**src/rtl/class_arbiter_pkg.sv**
```systemverilog
// class_arbiter_pkg: shared state encodings, class-tag position and credit width
// for the two-class weighted arbiter.
package class_arbiter_pkg;

    typedef enum logic [1:0] {
        ST_IDLE   = 2'd0,
        ST_SERVE0 = 2'd1,
        ST_SERVE1 = 2'd2
    } arb_state_t;

    localparam int CLASS_BIT = 9;
    localparam int CREDIT_W  = 4;

    typedef logic [CREDIT_W-1:0] credit_t;

    // Weights are 1..15; anything wider is truncated to the credit field.
    function automatic credit_t weight_to_credit(input int weight);
        return credit_t'(weight);
    endfunction

endpackage

```
**src/rtl/class_arbiter_credit.sv**
```systemverilog
// class_arb_credit: burst credit down-counter with load, decrement and
// terminal-count flags (zero now, and one left so the next pop ends the burst).
module class_arb_credit
    import class_arbiter_pkg::*;
(
    input  logic    clk,
    input  logic    reset,
    input  logic    load,
    input  credit_t load_val,
    input  logic    dec,
    output logic    zero,
    output logic    last
);

    credit_t credit;

    always_ff @(posedge clk or negedge reset) begin
        if (!reset) begin
            credit <= '0;
        end else if (load) begin
            credit <= load_val;
        end else if (dec && !zero) begin
            credit <= credit - credit_t'(1);
        end
    end

    assign zero = (credit == '0);
    assign last = (credit == credit_t'(1));

endmodule

```
**src/rtl/class_arbiter.sv**
```systemverilog
// class_arbiter: weighted merge of two class FIFOs into one stream with a class-tag check.
// Per-class push counters exist only when CLASS_ARB_STATS_EN is defined.
//
// state  | meaning
// IDLE   | nothing granted; wait for a non-empty FIFO
// SERVE0 | class 0 owns the pop strobe until its credit runs out or it empties
// SERVE1 | class 1 owns the pop strobe until its credit runs out or it empties
module class_arbiter
    import class_arbiter_pkg::*;
#(
    parameter int DATA_SIZE = 10,
    parameter int MAIN_SIZE = 8,
    parameter int WEIGHT0   = 2,
    parameter int WEIGHT1   = 1
) (
    input  logic                 clk,
    input  logic                 reset,
    input  logic                 fifo_empty0,
    input  logic                 fifo_empty1,
    input  logic [DATA_SIZE-1:0] in0,
    input  logic [DATA_SIZE-1:0] in1,
    output logic                 pop_0,
    output logic                 pop_1,
    input  logic                 almost_full_out,
    output logic [DATA_SIZE-1:0] out,
    output logic                 push_out,
    output logic                 Error,
    output logic [7:0]           count0,
    output logic [7:0]           count1
);

    localparam credit_t W0_CREDIT = weight_to_credit(WEIGHT0);
    localparam credit_t W1_CREDIT = weight_to_credit(WEIGHT1);

    arb_state_t state_q, state_d;
    logic       last_grant_q, last_grant_d;
    logic       credit_load;
    credit_t    credit_load_val;
    logic       credit_zero, credit_last;
    logic       cur_cls, cur_empty, oth_empty, burst_done;

    logic                 flight_vld, flight_cls;
    logic [DATA_SIZE-1:0] word;
    logic                 word_ok;

    class_arb_credit u_credit (
        .clk      (clk),
        .reset    (reset),
        .load     (credit_load),
        .load_val (credit_load_val),
        .dec      (pop_0 | pop_1),
        .zero     (credit_zero),
        .last     (credit_last)
    );

    always_ff @(posedge clk or negedge reset) begin
        if (!reset) begin
            state_q      <= ST_IDLE;
            last_grant_q <= 1'b1;
        end else begin
            state_q      <= state_d;
            last_grant_q <= last_grant_d;
        end
    end

    always_comb begin
        pop_0           = (state_q == ST_SERVE0) && !fifo_empty0 && !almost_full_out;
        pop_1           = (state_q == ST_SERVE1) && !fifo_empty1 && !almost_full_out;
        state_d         = state_q;
        last_grant_d    = last_grant_q;
        credit_load     = 1'b0;
        credit_load_val = '0;
        cur_cls         = (state_q == ST_SERVE1);
        cur_empty       = cur_cls ? fifo_empty1 : fifo_empty0;
        oth_empty       = cur_cls ? fifo_empty0 : fifo_empty1;
        // The pop that spends the last credit ends the burst in the same cycle.
        burst_done      = cur_empty || credit_zero || ((pop_0 || pop_1) && credit_last);

        unique case (state_q)
            ST_IDLE: begin
                if (!fifo_empty0 && (fifo_empty1 || last_grant_q)) begin
                    state_d         = ST_SERVE0;
                    last_grant_d    = 1'b0;
                    credit_load     = 1'b1;
                    credit_load_val = W0_CREDIT;
                end else if (!fifo_empty1) begin
                    state_d         = ST_SERVE1;
                    last_grant_d    = 1'b1;
                    credit_load     = 1'b1;
                    credit_load_val = W1_CREDIT;
                end
            end
            ST_SERVE0, ST_SERVE1: begin
                if (burst_done) begin
                    if (!oth_empty) begin
                        state_d         = cur_cls ? ST_SERVE0 : ST_SERVE1;
                        last_grant_d    = !cur_cls;
                        credit_load     = 1'b1;
                        credit_load_val = cur_cls ? W0_CREDIT : W1_CREDIT;
                    end else if (!cur_empty) begin
                        credit_load     = 1'b1;
                        credit_load_val = cur_cls ? W1_CREDIT : W0_CREDIT;
                    end else begin
                        state_d = ST_IDLE;
                    end
                end
            end
            default: state_d = ST_IDLE;
        endcase
    end

    // FIFO read data arrives the cycle after the pop; remember which class it belongs to.
    assign word    = flight_cls ? in1 : in0;
    assign word_ok = (word[CLASS_BIT] == flight_cls);

    always_ff @(posedge clk or negedge reset) begin
        if (!reset) begin
            flight_vld <= 1'b0;
            flight_cls <= 1'b0;
            out        <= '0;
            push_out   <= 1'b0;
            Error      <= 1'b0;
        end else begin
            flight_vld <= pop_0 | pop_1;
            flight_cls <= pop_1;
            push_out   <= flight_vld & word_ok;
            if (flight_vld && word_ok) begin
                out <= {word[DATA_SIZE-1:MAIN_SIZE], word[MAIN_SIZE-1:0]};
            end
            if (flight_vld && !word_ok) begin
                Error <= 1'b1;
            end
        end
    end

`ifdef CLASS_ARB_STATS_EN
    always_ff @(posedge clk or negedge reset) begin
        if (!reset) begin
            count0 <= '0;
            count1 <= '0;
        end else if (flight_vld && word_ok) begin
            if (!flight_cls && count0 != 8'hFF) begin
                count0 <= count0 + 8'd1;
            end
            if (flight_cls && count1 != 8'hFF) begin
                count1 <= count1 + 8'd1;
            end
        end
    end
`else
    assign count0 = '0;
    assign count1 = '0;
`endif

endmodule

```
**config.mk**
```make
export PLATFORM = sky130hd
export DESIGN_NAME = class_arbiter
export DESIGN_NICKNAME = d
export VERILOG_FILES = /design/src/rtl/class_arbiter_pkg.sv /design/src/rtl/class_arbiter_credit.sv /design/src/rtl/class_arbiter.sv
export SDC_FILE = /design/constraint.sdc
export NUM_CORES = 1
export LEC_CHECK = 0
export CORE_UTILIZATION = 46
export DETAILED_ROUTE_END_ITERATION = 10
export GPL_TIMING_DRIVEN = 0
export PLACE_DENSITY = 0.84
export SLEW_MARGIN = 20
export SYNTH_ARGS = -nofsm -noshare
export SYNTH_HDL_FRONTEND = slang
export SYNTH_SLANG_ARGS = --single-unit
```
**constraint.sdc**
```tcl
create_clock -name clk -period 3.4 [get_ports clk]
set_clock_uncertainty 0.05 [all_clocks]
set_input_delay 0.68 -clock clk [delete_from_list [all_inputs] [get_ports clk]]
set_output_delay 0.68 -clock clk [all_outputs]
set_load 0.005 [all_outputs]
```
* Yosys cells after proc, flatten, opt, wreduce, memory -nomap -nowiden
Index checks and enable logic that the tools add are counted.
Operators by class: add/sub/neg operators 1, $mul 0, divide/modulo/power cells 0, $lt $le $gt $ge 0, eq/ne operators 8, shift operators 0, mux-type cells 31, bitwise operators 2, reductions and logical operators 26
Operators by type and width (count):
- $mux 2 | 12
- $mux 1 | 12
- $mux 10 | 1
- $logic_and 1x1->1 | 9
- $mux 4 | 2
- $pmux 2 s2 | 2
- $logic_not 1->1 | 6
- $ne 3x3->1 const B | 2
- $eq 4x1->1 const B | 1
- $logic_not 4->1 | 1
- $logic_or 1x1->1 | 4
- $ne 2x2->1 const B | 2
- $pmux 1 s2 | 2
- $reduce_and 4->1 | 1
- $reduce_bool 2->1 | 2
- $sub 4x1->4 const B | 1
- $reduce_and 3->1 | 1
- $eq 2x1->1 const B | 1
- $eq 2x2->1 const B | 1
- $logic_not 2->1 | 1
- $reduce_or 2->1 | 1
- $and 1x1->1 | 1
- $eq 1x1->1 | 1
- $or 1x1->1 | 1
Storage, ports and cells: bits in registers 21, bits in latches 0, bits in writable memories 0, bits in read-only memories 0, logic and storage cells 76, memories 0

* Longest topological paths before layout
Gate-level depths: netlist of run 1.
depth in word-level cells 9, gate-level depth with buffers 7, mapped depth without buffers 7

* Hierarchy
A second synthesis of run 1 with hierarchy kept.
Unflattened totals: cell total of the unflattened synthesis 142, area, all modules 1410.1 µm²
Modules (own cells, without submodules):
- class_arbiter | instances 1, cells an instance 112, area an instance 1143.6 µm²
- class_arb_credit | instances 1, cells an instance 30, area an instance 266.5 µm²

* Worst setup path after synthesis of run 1
No wires, ideal clock.
kind input to register, start point input fifo_empty0, end point register last_grant_q, setup time 0.083 ns, arrival 1.985 ns, required time 3.267 ns, slack 1.281 ns, stages on the path 5, cell sequence or2b_2 > a21oi_4 > a311o_1 > mux2_4 > a221o_1
On the way: word-level cells in the longest chain between the ends 8, elaborated cells on any way between the ends 16
Ends and longest elaborated chain:
- start, declared | RTL line class_arbiter.sv:18 | input logic fifo_empty0,
- $logic_not 1->1 | RTL line class_arbiter.sv:67, class_arbiter.sv:81
- $logic_and 1x1->1 (2 in series) | RTL line class_arbiter.sv:67 | pop_0 = (state_q == ST_SERVE0) && !fifo_empty0 && !almost_full_out;
- $logic_or 1x1->1 | RTL line class_arbiter.sv:77 | burst_done = cur_empty || credit_zero || ((pop_0 || pop_1) && credit_last);
- $logic_and 1x1->1 | RTL line class_arbiter.sv:77
- $logic_or 1x1->1 | RTL line class_arbiter.sv:77
- $ne 2x2->1 (no source line)
- $reduce_and 4->1 (no source line)
- end signal, assigned | RTL line class_arbiter.sv:62 | last_grant_q <= last_grant_d;
- end, declared | RTL line class_arbiter.sv:36 | logic last_grant_q, last_grant_d;
Several ways; a longest one is shown, not always the timed one. A chain may end at the register's enable or synchronous reset.

* Final worst setup path of run 1
start point input fifo_empty0, end point output pop_0
On the way: word-level cells in the longest chain between the ends 3
Ends and longest elaborated chain:
- $logic_not 1->1 | RTL line class_arbiter.sv:67
- $logic_and 1x1->1 (2 in series) | RTL line class_arbiter.sv:67
- end, declared | RTL line class_arbiter.sv:22 | output logic pop_0,
No other way between the ends.

==> results of run 1 <==
[synth_stat cells (3+ instances only)]
library cell  instances
clkbuf_1              3
o21ai_0              13
mux2i_1              11
nand2_1              20
a21oi_1               6
mux2_2                4
ha_1                  6
buf_4                17
inv_1                10
nor2_1                9
dfrtp_1              20
[routing by layer]
| metal | track usage | wire length (µm) | vias to the layer above |
|---|---|---|---|
| met4 | 0.0488 | 17 | 0 |
| met1 | 0.199 | 1120 | 548 |
| met2 | 0.355 | 1470 | 40 |
| li1 | - | - | 582 |
| met3 | 0.0484 | 211 | 2 |
| met5 | 0 | 0 | - |
[where the power goes]
part	switching (W)	internal (W)	leakage, nW
sequential	0.0000622	0.000351	0.265
clock	0.0000708	0.0000457	0.0150
combinational	0.000321	0.000366	0.568
total	0.000454	0.000762	0.849
[sequential cells by signal, summed over array words and instances (netlist names)]
name	flops
push_out	1
state_q	2
out	10
u_credit.credit	4
last_grant_q	1
flight_cls	1
flight_vld	1
Error	1
[cell type report]
type | instances | area (µm²) | share of cell area
clock buffers | 4 | 26.3 | 0.0141
repair buffers | 37 | 370 | 0.199
multi-input cells | 109 | 703 | 0.378
plain buffers | 22 | 155 | 0.0835
well taps | 31 | 38.8 | 0.0209
flip-flops and latches | 21 | 527 | 0.284
inverters | 10 | 37.5 | 0.0202
[metrics by stage]
stage	std cells	instance area [µm²]	utilization	total power, W	setup slack (ns)
CTS	234	1860	0.668	0.00122	0.624
global placement	230	1830	0.659	0.00106	0.647
detailed placement	230	1830	0.659	0.00111	0.628
floorplan	162	1420	-	0.000846	1.28
global route	234	1860	0.668	0.00132	0.569
finish	234	1860	0.668	0.00122	0.632
[cells by family (layout without fill, tap and decap cells)]
kind of cell | after synthesis | count (layout)
flops | 21 | 21
mux | 16 | 16
fa+ha+maj | 6 | 6
compound gates | 33 | 33
simple gates | 37 | 37
other cells | 1 | 16
buf+inv | 32 | 73
xor+xnor | 1 | 1
[critical path, cell delays in order]
cell             delay (ns)
clkdlybuf4s50_1        0.43
or2b_2                 0.33
nor2_1                 0.09
clkdlybuf4s50_1        0.50
[worst paths after layout]
kind	start	end	slack, ns	depth (start not counted)
min reg2reg	out[1]$_DFFE_PN0P_	out[1]$_DFFE_PN0P_	0.45	2
max	fifo_empty0	pop_0	0.63	4
min	out[1]$_DFFE_PN0P_	out[1]$_DFFE_PN0P_	0.45	2
max reg2reg	state_q[0]$_DFFE_PN0P_	last_grant_q$_DFFE_PN1P_	1.20	7
min in group asynchronous	reset	out[2]$_DFFE_PN0P_	0.84	1
max in group asynchronous	reset	u_credit.credit[0]$_DFFE_PN0P_	1.90	1
==> metrics.yaml, run 1 <==
status: "complete, no violations"
drive_gt1_frac: 0.153
synth_simple_gate_area_frac: 0.125
die-area_um2: 3190
hpwl_mm: 2.32
synth_compound_area_frac: 0.160
tightest_slew_ns: 0.924
post_cts_buffers: 0
fill_cells: 215
async_flop_share: 1.00
place_congestion: 0.813
hold_ws_ns: 0.448
insertedDiodeCount: 0
synth_top_area_frac: 0.366
pin_count: 55
cts_tree: "built"
drt_iter0_markers: 24
clk_pin_slew_ns: 0.11
netlist_instances: 147
area_growth_pct: 36.0
cts_resized: 0
grtUsageTotal: 0.186
powerDensity_nw_per_um2: 655
synth_seq_area_share: 0.386
cap_violations: 0
clock_latency_ns: 0.30
ys_top_cells_by_area: "dfrtp_1 (37%), buf_4 (9.3%), mux2i_1 (8.1%)"
synth_cell_type_count: 39
htreeDepth: 1
final_common_cell: "clkdlybuf4s50_1"
dr.pass1.iters: 4
cts_hold_buffers: 0
grt_max_degree: 22
start_util: 0.491
cp_data_arrival_time_ns: 2.04
grt_pass1_vias: 1156
synth.mux.area_fraction: 0.125
min_period_ns: 2.77
cts-root-buf: "clkbuf_4"
post-route-period-util: 0.814
hp-class: "flip-flop to flip-flop"
relSlewSlack: 0.382
hold_viol_final: 0
drv_slew: 0
ys_warn_count: 0
ys.flop_type: "dfrtp_1"
nets: 235
final_cell_mix: "clkdlybuf4s50_1 (37), dfrtp_1 (20), nand2_1 (20), buf_4 (17), conb_1 (16)"
grt_pass1_wl_mm: 4.77
num_vias: 1172
num_rows: 19
chipWidth_um: 56.5
io_buffer_count: 37
cts.sinks: 21
synth-xor-area-share: 0.00641
synthAdderAreaFrac: 0.0549
synth-edff-count: 0
cp.required_ns: 2.67
antenna_found_initial: 0
cts_buffer_depth: 2
gr-total-overflow: 0
setup.worst_path.start_class: "primary input"
synth_top_family_by_area: "compound AO/OA/AOI/OAI gates"
avgSynthCellArea_um2: 9.29
cts_buffers: 3
syn_area_um2: 1370
drc: 0
critPathKind: "primary input to primary output"
viasPerCell: 5.01
rsz0062_at_grt: "no"
routed_wl_mm: 2.82
leakage_nw: 0.849
yosysTopAreaCell: "dfrtp_1"
irDropWorstVdd_mv: 0.512
die-height_um: 56.5
core_um2: 2780
ant_nets: 0
routedWlPerCell_um: 12.0
cp_max_fo: 2
clock.fmax_ghz: 0.361
setup_tns_ns: 0
ys_seq_elements: 21
setup_viol: 0
cp-end-kind: "primary output"
(Power assumes the default switching activity.)
==> run 2, diff against run 1 <==
Settings changed: CORE_UTILIZATION 46 to 43, PLACE_DENSITY 0.84 to 0.8.
Clock period 3.4 ns to 2.85 ns, I/O delays scaled along.
==> run 2 against run 1 <==
Non-clock buffer count is the same; count of clock-buffer cells in the layout is the same; cell count grew 5.6%; global-route usage shrank 0.34 points; largest cell class unchanged.
==> metrics.yaml, run 2 (synthesized netlist as in run 1, its figures left out) <==
status: "complete, no violations"
crit_buf_inv: 2  # unchanged
cts_hold_buffers: 0  # unchanged
critPathKind: "flip-flop to primary output"
crit_path_max_incr_delay_ns: 0.54  # +0.04 ns
area_growth_pct: 37.2
die-height_um: 58.4  # +3.3%
grtUsageTotal: 0.182  # -0.00339
drive_gt1_frac: 0.153  # unchanged
grt_max_degree: 22  # unchanged
largest_reg_flops: 10  # unchanged
core_um2: 3030  # +8.9%
place_inst: 243  # +5.7%
cp-end-kind: "primary output"
antenna_found_initial: 0  # unchanged
pin_count: 55  # unchanged
num_rows: 20  # +1
cap_violations: 0  # unchanged
critPathTopFamily: "buffers and inverters"
min_period_ns: 2.56
cp_max_fo: 6  # +4
clock_latency_ns: 0.31  # about the same
hpwl_mm: 2.43  # +4.5%
cts_buffers: 3  # unchanged
io_buffer_count: 37  # unchanged
dr.pass1.iters: 4  # unchanged
ant_nets: 0  # unchanged
htreeDepth: 1  # unchanged
cts_buffer_depth: 2  # unchanged
start_util: 0.451  # -0.0400
place_congestion: 0.881  # +8.3%
setup.worst_path.start_class: "flip-flop"
chipWidth_um: 58.4  # +3.3%
post-route-period-util: 0.897
crit_cells: 5  # +1
cts_tree: "built"
routedWlPerCell_um: 12.3  # +2.4%
die-area_um2: 3410  # +6.7%
setup_tns_ns: 0  # unchanged
hold_depth: 2  # unchanged
tightest_slew_ns: 0.929  # +0.00471 ns
hp-class: "flip-flop to flip-flop"
num_vias: 1193  # +1.8%
drt_iter0_markers: 49  # +100%
irDropWorstVdd_mv: 0.433  # -15%
drc: 0  # unchanged
powerDensity_nw_per_um2: 781  # +19%
insertedDiodeCount: 0  # unchanged
cp.required_ns: 2.23  # -0.44 ns
cp_cell_sequence: "inv_1, ha_1, nand2b_4, nor2_1, clkdlybuf4s50_1"
hold_viol_final: 0  # unchanged
rsz0062_at_grt: "no"
viasPerCell: 4.83  # -3.6%
setup_viol: 0  # unchanged
nets: 235  # unchanged
post_cts_buffers: 0  # unchanged
cp_data_arrival_time_ns: 1.94  # -0.10 ns
grt_pass1_vias: 1134  # -1.9%
reg2regPathDepth: 7  # unchanged
reg_top3: "out x10, u_credit.credit x4, state_q x2"
cts.sinks: 21  # unchanged
leakage_nw: 0.849  # unchanged
relSlewSlack: 0.379  # -0.00315
cts-root-buf: "clkbuf_4"
clock.fmax_ghz: 0.391
routed_wl_mm: 3.04  # +8.1%
final_common_cell: "clkdlybuf4s50_1"
drv_slew: 0  # unchanged
gr-total-overflow: 0  # unchanged
grt_pass1_wl_mm: 4.73  # -0.86%
instances_no_fill: 247  # +5.6%
regMostFlops: "out"
clk_pin_slew_ns: 0.12  # about the same
cts_resized: 0  # unchanged
crit_slowest_cell: "clkdlybuf4s50_1"
final_cell_mix: "clkdlybuf4s50_1 (37), dfrtp_1 (20), nand2_1 (20), buf_4 (17), conb_1 (16)"
run 2: cell counts in the layout (fill, tap and decap cells not counted):
Identical to the previous run, type by type.
run 2: area by class of cell:
cell class	count	area, µm²
timing repair buffer	37	370
sequential	21	527
fill	250	1150
inverter	10	37.5
buffer	22	155
clock buffer	4	26.3
tap	44	55.1
multi-input combinational	109	703
run 2: stage by stage:
stage	instance area [µm²]	util	total power [W]	worst slack, ns	hold WS, ns
after global placement	1850	0.610	0.00127	0.298	0.414
after detailed placement	1850	0.610	0.00132	0.287	0.418
final	1870	0.619	0.00146	0.295	0.443
after CTS	1870	0.619	0.00147	0.279	0.448
after floorplan	1420	-	0.00101	0.824	0.224
after global routing	1870	0.619	0.00158	0.200	0.473
run 2: routing by layer:
layer  track usage  wire (µm)  vias up
li1              -          -      578
met1         0.203       1240      551
met2         0.348       1510       57
met3        0.0308        242        7
met4        0.0612         52        0
met5             0          0        -
run 2: worst register-to-register path, cell delays in order, from the launching register on:
cell and delay (ns):
dfrtp_1 0.44, inv_1 0.10, ha_1 0.13, or2b_2 0.32
a21oi_4 0.21, a311o_1 0.30, mux2_4 0.32, a221o_1 0.29
run 2: path summary, 6_finish.rpt:
kind	start	to	slack (ns)
min	out[0]$_DFFE_PN0P_	out[0]$_DFFE_PN0P_	0.44
max	state_q[0]$_DFFE_PN0P_	pop_1	0.29
min reg2reg	out[0]$_DFFE_PN0P_	out[0]$_DFFE_PN0P_	0.44
max reg2reg	state_q[1]$_DFFE_PN0P_	last_grant_q$_DFFE_PN1P_	0.63
max in group asynchronous	reset	out[4]$_DFFE_PN0P_	1.46
min in group asynchronous	reset	out[5]$_DFFE_PN0P_	0.72
run 2: where the power goes:
part,leakage [nW],total [W],switching (W),internal (W)
Sequential,0.265,0.000497,0.0000777,0.000419
Combinational,0.568,0.000822,0.000387,0.000434
Clock,0.0150,0.000145,0.0000903,0.0000546
Total,0.849,0.00146,0.000555,0.000908
==> patch: new RTL, config.mk and constraints of run 2 <==
Re-encode `arb_state_t` (3 states) as one-hot, 3 bits wide.
--- a/src/rtl/class_arbiter_pkg.sv
+++ b/src/rtl/class_arbiter_pkg.sv
@@ -3,8 +3,8 @@
 package class_arbiter_pkg;
 
-    typedef enum logic [1:0] {
-        ST_IDLE   = 2'd0,
-        ST_SERVE0 = 2'd1,
-        ST_SERVE1 = 2'd2
+    typedef enum logic [2:0] {
+        ST_IDLE   = 3'b001,
+        ST_SERVE0 = 3'b010,
+        ST_SERVE1 = 3'b100
     } arb_state_t;
 
Formal check against the unedited RTL: same outputs for any inputs over 10 cycles, from zero or initial values and one cycle with reset low; not proved beyond that.
==> patch against run 2 <==
Critical path depth fell by 1. Sequential cell count up 1. Sequential share of layout area increased by 0.62 points. Setup slack got worse by 0.17 ns. Total power decreased by 4.0%. Area after synthesis increased by 2.7%. Utilization rose by 0.66 points. Non-clock buffer count grew 2. Combinational power shrank 13%. Clock power grew 23%. Routed wire length increased by 6.2%. First-iteration DRC count up 20%. Final area is 2.7% higher. Critical endpoint is now pop_0. Largest cell class unchanged.
==> patch: results (changes against run 2) <==
** Outcome
- The run finished with clean final reports.

** Place
- Port Buffers :: 38 (+2.7%)
- Post-Place Worst Slack :: 0.145 ns (-0.143 ns)
- RD Place Congestion :: 0.902 (+2.4%)
- The cell area after placement came to 1890 um^2 (+2.5%).
- The placed wire-length estimate after detailed placement came to 2500 um (+3.1%).

** Clock network
- The number of CTS-inserted buffers came to 3 (unchanged).
- The H-tree depth is 1 (unchanged).
- After clock tree synthesis, the clock-pin slew on the worst setup and hold paths is 0.13 ns.
- The number of cells upsized or downsized after cts was 0 (unchanged).
- The root buffer cell chosen for the clock tree is sky130_fd_sc_hd__clkbuf_4.
- The clock insertion delay at the later pin of the skew report came to 0.31 ns (about the same).

** Worst setup path
- Critical Path Source :: fifo_empty0
- Among all stages on the critical path, the largest delay is contributed by sky130_fd_sc_hd__clkdlybuf4s50_1.
- In this run the critical register-to-register path is captured at state_q[2].
- The maximum single-stage delay on the critical path is 0.54 ns (about the same).
- Max FO, Critical Path :: 10 (+4)
- In this run the critical register-to-register path is launched from u_credit.credit[0].
- Delay-heaviest family, CP :: buffers and inverters
- The minimum setup slack among reg-to-reg paths is 1.00 ns (+0.37 ns).
- Depth of the worst register-to-register path :: 6 (-1)

** Timing
- Worst relative slew slack :: 0.513 (+0.134)
- Post-route setup TNS :: 0 ns (unchanged)
- Worst Hold Margin :: 0.150 ns (-0.293 ns)

** Hold path
- In this run the worst hold path is classified as primary input to async pin.

** Drt
- WL per Instance :: 12.9 um (+4.9%)
- DR iter-0 viols :: 59 (+20%)
- Via count normalized by instance count :: 4.88 (+0.95%)

** Synth
- Leading post-synthesis cells by cell area :: sky130_fd_sc_hd__dfrtp_1, sky130_fd_sc_hd__buf_4, sky130_fd_sc_hd__mux2i_1
- The number of distinct standard cells referenced by the synthesized netlist was 45 (+15%).
- Commonest cells in the synthesized netlist :: sky130_fd_sc_hd__dfrtp_1, sky130_fd_sc_hd__buf_4, sky130_fd_sc_hd__o21ai_0, sky130_fd_sc_hd__nand2_1
- Sequential share of the synthesized area :: 0.394 (+0.00876)
- Synth warn :: 0 (unchanged)
- The proportion of register bits with asynchronous set or reset after synthesis came to 1.00 (unchanged).
- Area share of the largest cell type after synthesis :: 0.357 (-0.00948)
- The synthesized area divided by synthesized cell count was 9.41 um^2 (+1.3%).

** Layout
- The proportion of layout cells with a drive suffix above 1 is 0.180 (+0.0269).
- FILL cells :: 269 (+7.6%)
- Layout Cells excl Fill :: 250 (+1.2%)
- Leading registers by flop count :: out: 10 flops, u_credit.credit: 4 flops, state_q: 3 flops
- Area of the multi-input gates :: 718 um^2 (+2.1%)
- The number of nets at the end of the flow was 234 (-0.43%).

** Global routing
- The initial antenna violation count is 0 (unchanged).
- The pin count of the biggest net entering global routing came to 23 (+4.5%).
- The wire length of the first global-routing pass is 5290 um (+12%).
- Via count of the first global-routing pass :: 1140 (+0.53%)
- The total track usage was 0.201 (+0.0185).

** Power
- IR Drop Worst-Case VDD :: 0.344 mV (-21%)
- The leakage power figure was 0.841 nW (-0.91%).
[patch: cell count changes in the layout (fill, tap and decap cells not counted), moves of 3 or more]
cell                      change
sky130_fd_sc_hd__o21ai_0      +3
sky130_fd_sc_hd__nand2_1      -5
sky130_fd_sc_hd__mux2_2       -4
sky130_fd_sc_hd__inv_1        -4
sky130_fd_sc_hd__ha_1         -4
[patch: logic make-up after synthesis]
logic type | share of synthesized area
AOI/OAI and AO/OA | 0.191
xor gates and xnor gates | 0.0125
adders and majority gates | 0.0178
buffers and inverters | 0.134
DFF | 0.394
muxes | 0.0714
other | 0.00267
and+or+nand+nor | 0.177
[patch: how the worst max path moves through the flow]
stage                 end  slack (ns)
floorplan           pop_0        1.16
global placement    pop_0        0.15
detailed placement  pop_0        0.14
CTS                 pop_0        0.13
global route        pop_0        0.07
finish              pop_0        0.13
[patch: layout make-up]
cell class	instances	share of cell area
Buffer	23	0.0825
Tap cell	44	0.0286
Clock buffer	4	0.0188
Timing Repair Buffer	38	0.195
Sequential cell	22	0.287
Multi-Input combinational cell	112	0.373
Inverter	7	0.0149
[patch: metal layers]
| layer | vias up | GRT usage | part of all wire |
|---|---|---|---|
| met2 | 42 | 0.344 | 0.51 |
| met5 | - | 0 | 0 |
| met4 | 0 | 0.0714 | 0.011 |
| met1 | 572 | 0.263 | 0.44 |
| met3 | 4 | 0.0218 | 0.039 |
| li1 | 601 | - | - |
[patch: where the power goes]
part	switching (mW)	leakage, nW	internal [mW]	total (mW)
logic	0.340	0.538	0.372	0.712
registers	0.0778	0.282	0.438	0.515
clock network	0.0997	0.0210	0.0780	0.178
total	0.518	0.841	0.888	1.41
